File: config.mk
export PLATFORM = sky130hd
export DESIGN_NAME = motor_ctrl_multi
export DESIGN_NICKNAME = d
export VERILOG_FILES = /design/src/rtl/motor_pkg.sv /design/src/rtl/motor_chan.sv /design/src/rtl/motor_ctrl_multi.sv
export SDC_FILE = /design/constraint.sdc
export NUM_CORES = 1
export LEC_CHECK = 0
export ABC_AREA = 1
export CAP_MARGIN = 30
export CORE_UTILIZATION = 35
export CTS_CLUSTER_SIZE = 30
export DETAILED_ROUTE_END_ITERATION = 12
export REMOVE_ABC_BUFFERS = 1
export SLEW_MARGIN = 10
export SYNTH_ARGS = -nofsm -noshare
export SYNTH_HDL_FRONTEND = slang
export SYNTH_SLANG_ARGS = --single-unit
File: constraint.sdc
create_clock -name clk -period 5.34 [get_ports clk]
set_clock_uncertainty 0.1 [all_clocks]
set_input_delay 0.801 -clock clk [delete_from_list [all_inputs] [get_ports clk]]
set_output_delay 0.801 -clock clk [all_outputs]
set_load 0.02 [all_outputs]
File: src/rtl/motor_pkg.sv
// -----------------------------------------------------------------------------
// motor_pkg
//
// Purpose : Shared types and helpers for the multi-channel limit-switch motor
//           controller (motor_chan / motor_ctrl_multi).
//
// Contents:
//   motor_st_e   - per-channel controller state
//   motor_dir_e  - travel direction
//   run_state()  - maps a direction onto its running state
//   opposite()   - reverses a direction
// -----------------------------------------------------------------------------
package motor_pkg;

  // Per-channel controller states.
  typedef enum logic [2:0] {
    IDLE,
    RUN_UP,
    RUN_DN,
    DEAD,
    FAULT
  } motor_st_e;

  // Direction of travel, used for the pending direction across a reversal.
  typedef enum logic {
    DIR_UP,
    DIR_DN
  } motor_dir_e;

  // Running state that drives the motor in the given direction.
  function automatic motor_st_e run_state(input motor_dir_e dir);
    return (dir == DIR_UP) ? RUN_UP : RUN_DN;
  endfunction

  // Opposite direction of travel.
  function automatic motor_dir_e opposite(input motor_dir_e dir);
    return (dir == DIR_UP) ? DIR_DN : DIR_UP;
  endfunction

endpackage : motor_pkg

File: src/rtl/motor_chan.sv
// -----------------------------------------------------------------------------
// motor_chan
//
// Purpose : One limit-switch motor channel. A rising edge on `activate`
//           drives the motor toward the opposite end-stop; a second press while
//           running reverses direction through a dead-time interval with both
//           drives low. A run watchdog and a contradictory-limit check latch the
//           channel into FAULT until acknowledged.
//
// Ports   :
//   clk        in   clock, rising edge
//   rst        in   synchronous active-high reset
//   activate   in   request level, rising edge acts
//   up_limit   in   upper end-stop, active-high
//   dn_limit   in   lower end-stop, active-high
//   timeout    in   [TMO_W] max motor-on cycles per travel, 0 = no watchdog
//   fault_clr  in   fault acknowledge, level
//   motor_up   out  drive up
//   motor_dn   out  drive down
//   busy       out  channel running or in dead time
//   fault      out  channel latched in FAULT
// -----------------------------------------------------------------------------
module motor_chan
  import motor_pkg::*;
#(
  parameter int unsigned TMO_W       = 16,
  parameter int unsigned DEAD_CYCLES = 4
) (
  input  logic             clk,
  input  logic             rst,
  input  logic             activate,
  input  logic             up_limit,
  input  logic             dn_limit,
  input  logic [TMO_W-1:0] timeout,
  input  logic             fault_clr,
  output logic             motor_up,
  output logic             motor_dn,
  output logic             busy,
  output logic             fault
);

  // Dead counter runs 0 .. DEAD_CYCLES-1; the last value hands over to RUN.
  localparam int unsigned     DCW       = (DEAD_CYCLES > 1) ? $clog2(DEAD_CYCLES) : 1;
  localparam logic [DCW-1:0]  DEAD_LAST = DCW'(DEAD_CYCLES - 1);

  motor_st_e        state;
  motor_dir_e       pend_dir;
  logic             act_q;
  logic [TMO_W-1:0] run_cnt;
  logic [DCW-1:0]   dead_cnt;

  logic act_rise;
  logic both_lim;
  logic target_lim;
  logic wdog_hit;

  assign act_rise = activate & ~act_q;

  // Both end-stops at once is physically impossible and marks a wiring or
  // sensor fault; it overrides every other condition.
  assign both_lim = up_limit & dn_limit;

  // Only the limit in the direction of travel stops the motor; the other one
  // is normally still asserted just after departure.
  assign target_lim = (state == RUN_UP) ? up_limit : dn_limit;

  // run_cnt holds the number of completed RUN cycles, so matching timeout-1
  // means the drive has been high for exactly `timeout` cycles by this edge.
  assign wdog_hit = (timeout != '0) && (run_cnt == (timeout - TMO_W'(1)));

  always_ff @(posedge clk) begin
    if (rst) begin
      state    <= IDLE;
      pend_dir <= DIR_UP;
      // Reset high so a request held through reset needs a fresh edge.
      act_q    <= 1'b1;
      run_cnt  <= '0;
      dead_cnt <= '0;
    end else begin
      act_q <= activate;
      unique case (state)
        IDLE: begin
          if (both_lim) begin
            state <= FAULT;
          end else if (act_rise) begin
            // Sitting on the upper stop means the only way is down.
            state   <= up_limit ? RUN_DN : RUN_UP;
            run_cnt <= '0;
          end
        end

        RUN_UP, RUN_DN: begin
          if (both_lim) begin
            state <= FAULT;
          end else if (target_lim) begin
            // A simultaneous press is consumed here and does not restart.
            state <= IDLE;
          end else if (wdog_hit) begin
            state <= FAULT;
          end else if (act_rise) begin
            state    <= DEAD;
            pend_dir <= (state == RUN_UP) ? DIR_DN : DIR_UP;
            dead_cnt <= '0;
          end else begin
            run_cnt <= run_cnt + TMO_W'(1);
          end
        end

        DEAD: begin
          if (both_lim) begin
            state <= FAULT;
          end else if (dead_cnt == DEAD_LAST) begin
            state   <= run_state(pend_dir);
            run_cnt <= '0;
          end else begin
            dead_cnt <= dead_cnt + DCW'(1);
          end
        end

        FAULT: begin
          if (fault_clr && !both_lim) begin
            state <= IDLE;
          end
        end

        default: state <= IDLE;
      endcase
    end
  end

  // Drives decode straight from the state register, so up and down can never
  // be high together: they correspond to two distinct state values.
  assign motor_up = (state == RUN_UP);
  assign motor_dn = (state == RUN_DN);
  assign busy     = (state == RUN_UP) || (state == RUN_DN) || (state == DEAD);
  assign fault    = (state == FAULT);

endmodule : motor_chan

File: src/rtl/motor_ctrl_multi.sv
// -----------------------------------------------------------------------------
// motor_ctrl_multi
//
// Purpose : N_CH independent limit-switch motor channels with press-to-reverse
//           dead time, run watchdog and latched fault handling. Sits between
//           debounced operator/limit inputs and the motor power-stage drivers.
//
// Ports   :
//   clk        in   clock, rising edge
//   rst        in   synchronous active-high reset
//   activate   in   [N_CH] per-channel request level, rising edge acts
//   up_limit   in   [N_CH] per-channel upper end-stop
//   dn_limit   in   [N_CH] per-channel lower end-stop
//   timeout    in   [TMO_W] shared max motor-on cycles per travel, 0 = off
//   fault_clr  in   [N_CH] per-channel fault acknowledge
//   motor_up   out  [N_CH] drive up
//   motor_dn   out  [N_CH] drive down
//   busy       out  [N_CH] running or in dead time
//   fault      out  [N_CH] latched fault
// -----------------------------------------------------------------------------
module motor_ctrl_multi
  import motor_pkg::*;
#(
  parameter int unsigned N_CH        = 4,
  parameter int unsigned TMO_W       = 16,
  parameter int unsigned DEAD_CYCLES = 4
) (
  input  logic              clk,
  input  logic              rst,
  input  logic [N_CH-1:0]   activate,
  input  logic [N_CH-1:0]   up_limit,
  input  logic [N_CH-1:0]   dn_limit,
  input  logic [TMO_W-1:0]  timeout,
  input  logic [N_CH-1:0]   fault_clr,
  output logic [N_CH-1:0]   motor_up,
  output logic [N_CH-1:0]   motor_dn,
  output logic [N_CH-1:0]   busy,
  output logic [N_CH-1:0]   fault
);

  // One self-contained FSM per channel; only clock, reset and the watchdog
  // limit are shared.
  for (genvar ch = 0; ch < N_CH; ch++) begin : g_chan
    motor_chan #(
      .TMO_W       (TMO_W),
      .DEAD_CYCLES (DEAD_CYCLES)
    ) u_chan (
      .clk       (clk),
      .rst       (rst),
      .activate  (activate[ch]),
      .up_limit  (up_limit[ch]),
      .dn_limit  (dn_limit[ch]),
      .timeout   (timeout),
      .fault_clr (fault_clr[ch]),
      .motor_up  (motor_up[ch]),
      .motor_dn  (motor_dn[ch]),
      .busy      (busy[ch]),
      .fault     (fault[ch])
    );
  end

endmodule : motor_ctrl_multi

### After elaboration in Yosys (flattened, before gate mapping)

Cells that the tools add are included.

| cells by class | value |
|---|---|
| bitwise logic cells | 24 |
| reductions and logical operators | 53 |
| add/subtract/negate cells | 9 |
| equality and inequality tests | 80 |
| mux-type cells | 120 |

Operators by type and width:

| kind | number |
|---|---|
| 2-to-1 mux 16 bit | 32 |
| one-hot mux 16 bit (3 select lines) | 4 |
| 2-to-1 mux 3 bit | 36 |
| adder 16 x 1 -> 16 bit, second input constant | 4 |
| == test 16 bit | 4 |
| 2-to-1 mux 2 bit | 32 |
| inequality test 2 bit, second input constant | 32 |
| one-hot mux 3 bit (4 select lines) | 4 |
| AND reduction 9 bit | 4 |
| AND reduction 7 bit | 4 |
| == test 3 x 2 -> 1 bit, second input constant | 8 |
| inequality test 2 x 1 -> 1 bit, second input constant | 12 |
| inequality test 3 x 1 -> 1 bit, second input constant | 8 |
| inequality test 5 x 1 -> 1 bit, second input constant | 4 |
| AND reduction 5 bit | 4 |
| NOT 1 bit | 16 |
| one-hot mux 2 bit (2 select lines) | 4 |
| AND reduction 4 bit | 4 |
| nonzero test 16 bit | 1 |
| subtractor 16 x 1 -> 16 bit, second input constant | 1 |
| == test 3 x 1 -> 1 bit, second input constant | 4 |
| == test 3 bit, second input constant | 4 |
| zero test 3 bit | 4 |
| nonzero test 3 bit | 4 |
| other kinds (9) | 52 |

| storage, ports and cells | value |
|---|---|
| logic and storage cells | 306 |
| bits of input ports | 34 |
| output and inout port bits | 16 |
| flip-flop bits (word level) | 92 |

### Logic depth before layout (Yosys ltp)

| depth | value |
|---|---|
| depth after elaboration | 7 |
| gate-level depth with buffers | 21 |
| depth with buffers taken out | 20 |

### Hierarchy

From an unflattened synthesis, not the netlist that was laid out.

| unflattened totals | value |
|---|---|
| cells, all modules | 1,564 |
| area total of the unflattened synthesis | 9,173.8 um^2 |

Modules (own cells, without submodules):

| module | area an instance (um^2) | sequential area each (um^2) | instances | cells an instance |
|---|---|---|---|---|
| motor_chan at g_chan[3].u_chan | 2,442.3 | 460.4 | 1 | 423 |
| motor_chan at g_chan[1].u_chan | 2,262.2 | 460.4 | 1 | 386 |
| motor_chan at g_chan[2].u_chan | 2,237.1 | 460.4 | 1 | 371 |
| motor_chan at g_chan[0].u_chan | 2,232.1 | 460.4 | 1 | 384 |

### Worst setup path before layout

Ideal clock, no wire load.

| path | value |
|---|---|
| kind | input to register |
| start | in timeout[0] |
| end | reg g_chan[2].u_chan.run_cnt[10] |
| required time | 5.108 ns |
| path buffers | 3 |
| setup time | 0.132 ns |
| data arrival time | 2.740 ns |
| cell stages on the path | 20 |
| path slack | 2.368 ns |
| cells stage by stage | buf_2 > inv_2 > ha_1 > nand2_2 > nor2_2 > buf_6 > nand2_1 > nand2_1 > nand2_1 > nand2_1 > nand2_1 > nor2_1 > nand2_1 > nor2_2 > nand2_4 > nand3_4 > nand2_2 > buf_6 > nand2_1 > a21oi_1 |

| on the way | value |
|---|---|
| longest elaborated chain between the ends | 5 |
| elaborated cells on any way between the ends | 6 |
| classes of those cells | add/sub (1); eq/ne (2); reduce/logical (3) |

Ends and longest elaborated chain:

| element | line | RTL |
|---|---|---|
| start: declaration | motor_ctrl_multi.sv:33 | `input logic [TMO_W-1:0] timeout,` |
| subtractor 16 x 1 -> 16 bit | motor_chan.sv:69 | `assign wdog_hit = (timeout != '0) && (run_cnt == (timeout - TMO_W'(1)));` |
| == test 16 bit | motor_chan.sv:69 |  |
| logical AND 1 bit (*) | motor_chan.sv:69 |  |
| inequality test 2 bit (no source line) (*) | -- |  |
| AND reduction 9 bit (no source line) (*) | -- |  |
| end signal: assignment | motor_chan.sv:105 | `run_cnt <= run_cnt + TMO_W'(1);` |
| end: declaration | motor_chan.sv:49 | `logic [TMO_W-1:0] run_cnt;` |

Mark *: on every way between the ends. The rest lies on a longest branch, timed or not.
A chain may end at the register's enable or synchronous reset.

### Worst setup path in the final report

| path | value |
|---|---|
| start | in timeout[0] |
| end | reg g_chan[2].u_chan.run_cnt[12] |

The elaborated chain is that of the path after synthesis.

==> impl_metrics.yaml <==
drt:
  dr.pass1.iters: 5
  drtIter0Drc: 766
  wl_per_cell_um: 14.56
  drc_errors: 0
  vias: 8723
  final_antenna_net_count: 0
  routed_wl_um: 24720
  viasPerCell: 5.137
place:
  hpwlAfterDp_um: 18650
  placedCellCount: 1682
  port_buffers: 49
  gp_routability_congestion: 0.9558
  pre_cts_slack_ns: 1.222
  placed_cell_area_sq_um: 8651
setup_path:
  critPathRequiredTime_ns: 5.44
  ff2ff_setup_slack_ns: 2.43
  r2r_cells: 9
  cp-end-kind: "register"
  crit_fanout: 17
  crit_type: "input port to register"
  crit_arrival_ns: 3.89
  rr_endpoint: "g_chan[1].u_chan.run_cnt[1]$_SDFFE_PP0P_"
  crit_start: "timeout[0]"
  start_kind: "input port"
  rr_startpoint: "g_chan[1].u_chan.state[2]$_SDFFE_PP0P_"
  crit_end: "g_chan[2].u_chan.run_cnt[12]$_SDFFE_PP0P_"
power_and_ir_drop:
  p_int_mw: 1.582
  p_per_area_nw_per_um2: 325.4
  clock_power_share: 0.245
  leakagePower_nw: 3.507
  power.total_mw: 2.919
  p_sw_frac: 0.4580
  combPwrFrac: 0.478
  ir_drop_v: 0.0001337
  switching_power_mw: 1.337
  power_frac_seq: 0.278
die:
  die_w_um: 154.0
  fp-row-count: 55
  initial_utilization: 0.3573
  core_sq_um: 22640
  die-area_sq_um: 23730
  io_pins: 50
  fp.dieH_um: 154.0
synth:
  synth_edf_count: 0
  synth-xor-area-share: 0.05954
  yosys_warnings: 0
  synthSimpleGateAreaFrac: 0.4927
  synthMuxAreaShare: 0.001237
  ys_ff_latch: 92
  syn_inst: 1393
  syn_area_per_cell_sq_um: 5.808
  synth-compound-area-share: 0.09032
  synth_area_sq_um: 8090
  synth_cell_types: 43
  synthAdderAreaFrac: 0.01392
  synth_top_family_by_area: "simple AND/OR/NAND/NOR gates"
  synth_flop_cell: "dfxtp_1"
  yosysSeqAreaShare: 0.2277
  synth-async-reset-ratio: 0
global_route:
  grt_pass1_wl_um: 40500
  overflow: 0
  antenna_found_initial: 0
  grt_max_degree: 81
  grt_util_all_layers: 0.2127
  grt_pass1_vias: 7863
sta:
  slew_violations: 0
  rsz0062_at_grt: "false"
  max_slew.worst_pin.slew_ns: 0.9656
  holdWs_ns: 0.3644
  relSlewSlack: 0.3539
  hold_violations: 0
  setup_tns_ns: 0
  fin_crit_ns: 3.790
  setup_viol: 0
  layout_setup_ws_ns: 1.550
  post-route-period-util: 0.7097
  max_freq_ghz: 0.2639
final_layout:
  layout.cells.non_filler: 1698
  post-route-cell-area_sq_um: 8970
  diodes: 0
  fin_nets: 1451
  utilization: 0.3962
  drive_gt1_frac: 0.06157
  area_growth_pct: 10.87
clock_tree:
  cts_setup_buffers: 0
  clk-insertion-delay-late_ns: 0.36
  clkSinkCount: 92
  hold_buffers: 0
  cts_root_buf: "clkbuf_16"
  cts_inserted_buffers: 9
  cts_tree: "built"
  cts_resized: 0
  clk_pin_slew_ns: 0.07
  cts_buffer_depth: 2
  htreeDepth: 3
worst_hold_path:
  min-delay-path-class: "register to register"
run:
  cap_violations: 0
outcome:
  status: "finished clean"
==> placed cells by master, fill, tap and decap left out, types with 2 or more instances in the layout <==
master             n
nor2_4             2
a21oi_2            8
buf_4              3
nand2_2           15
a2111oi_2          2
nand3_2            4
clkbuf_1           2
nor3_2             2
bufinv_16          2
o22ai_1            2
ha_1               9
nand3b_1           6
a31oi_1            2
a21boi_0           4
nor4_1            20
o211ai_1           3
a21oi_1           78
xor2_1            53
clkdlybuf4s50_1   48
nor3b_1            2
nor2_2            13
nand3_1          163
xnor2_1            2
or2_2              6
clkinv_1           2
dfxtp_1           92
clkbuf_16          9
nand4_1           32
nor2_1           168
inv_2              8
nor3_1            42
inv_1            156
nand2_4            8
o21ai_0           23
nand2_1          409
==> worst min-delay path by stage <==
stage,from,end,slack (ns),cells after the start
final,g_chan[0].u_chan.dead_cnt[1]$_SDFFE_PP0P_,g_chan[0].u_chan.dead_cnt[1]$_SDFFE_PP0P_,0.36,2
after global placement,g_chan[0].u_chan.dead_cnt[1]$_SDFFE_PP0P_,g_chan[0].u_chan.dead_cnt[1]$_SDFFE_PP0P_,0.36,2
after CTS,g_chan[0].u_chan.dead_cnt[1]$_SDFFE_PP0P_,g_chan[0].u_chan.dead_cnt[1]$_SDFFE_PP0P_,0.37,2
after floorplan,g_chan[1].u_chan.dead_cnt[1]$_SDFFE_PP0P_,g_chan[1].u_chan.dead_cnt[1]$_SDFFE_PP0P_,0.34,2
after detailed placement,g_chan[0].u_chan.dead_cnt[1]$_SDFFE_PP0P_,g_chan[0].u_chan.dead_cnt[1]$_SDFFE_PP0P_,0.36,2
after global routing,g_chan[1].u_chan.dead_cnt[1]$_SDFFE_PP0P_,g_chan[1].u_chan.dead_cnt[1]$_SDFFE_PP0P_,0.40,2
==> layout make-up <==
type / count / area [sq um]
Clock buffer: 12 / 246.5
Clock inverter: 4 / 72.57
Fill cell: 2418 / 13670
Inverter: 166 / 623.1
Multi-Input combinational cell: 1087 / 5321
Sequential cell: 92 / 1842
Tap cell: 285 / 356.6
Timing Repair Buffer: 52 / 508.0
==> worst max-delay path, cell delays in order <==
cell and delay [ns]:
clkdlybuf4s50_1 0.54, inv_2 0.18, ha_1 0.31, nand2_2 0.11, nor2_2 0.37, nand2_1 0.14
nand2_1 0.24, nand2_1 0.08, nand2_1 0.08, nand2_1 0.05, nor2_1 0.08, nand2_1 0.07
nor2_2 0.13, nand2_4 0.10, nand3_4 0.18, nand2_2 0.22, nand2_1 0.12, a21oi_1 0.07
==> state kept, by name (all words and copies together) (netlist names) <==
name and cells:
g_chan.u_chan.act_q 4, g_chan.u_chan.dead_cnt 8, g_chan.u_chan.pend_dir 4, g_chan.u_chan.run_cnt 64
g_chan.u_chan.state 12
==> cells in the mapped netlist (2+ instances only) <==
cell       number  area (sq um)
nand2_4         8         90.09
a21boi_0        4         30.03
buf_4          20         150.1
nor2_1        168         630.6
nand2_1       409          1535
buf_2           3         15.01
a21oi_2         8         70.07
nand4_1        32         200.2
nor2_2         13         81.33
ha_1            9         112.6
buf_6           6         67.56
inv_1         156         585.6
nor3b_1         2         15.01
o21ai_0        23         115.1
nor2_4          2         22.52
nand3b_1        6         45.04
xor2_1         53         464.2
a21oi_1        78         390.4
nand3_2         4         40.04
nor3_2          2         20.02
dfxtp_1        92          1842
nand3_1       163         815.8
nor3_1         42         210.2
clkinv_1        2         7.510
nor4_1         20         125.1
xnor2_1         2         17.52
clkbuf_1       19         71.32
o211ai_1        3         22.52
or2_2           6         37.54
a2111oi_2       2         30.03
nand2_2        15         93.84
o22ai_1         2         12.51
a31oi_1         2         12.51
inv_2           8         30.03
==> layer usage <==
layer / GRT usage / wire length, um / share of wire
met2: 0.3301 / 10770 / 0.44
met4: 0.1057 / 950 / 0.038
met1: 0.2933 / 11570 / 0.47
met3: 0.02001 / 1427 / 0.058
met5: 0 / 0 / 0
==> cells by family (layout without fill, tap and decap cells) <==
| group | count (synthesis) | count (layout) |
|---|---|---|
| AO/OA/AOI/OAI | 128 | 128 |
| XOR/XNOR | 55 | 55 |
| adder cells (fa/ha/maj) | 9 | 9 |
| flip-flops | 92 | 92 |
| buffers and inverters | 214 | 234 |
| multiplexers | 1 | 1 |
| AND/OR/NAND/NOR | 894 | 894 |
==> power groups by stage <==
| stage | logic, mW | clock network (mW) | registers, mW |
|---|---|---|---|
| 2_1_floorplan | 0.972 | 0 | 0.805 |
| 3_3_place_gp | 1.38 | 0 | 0.825 |
| 3_5_place_dp | 1.39 | 0 | 0.824 |
| 4_1_cts | 1.39 | 0.725 | 0.809 |
| 5_1_grt | 1.57 | 0.751 | 0.819 |
| 6_report | 1.39 | 0.714 | 0.810 |
No activity file was read; power rests on OpenSTA's default activity.
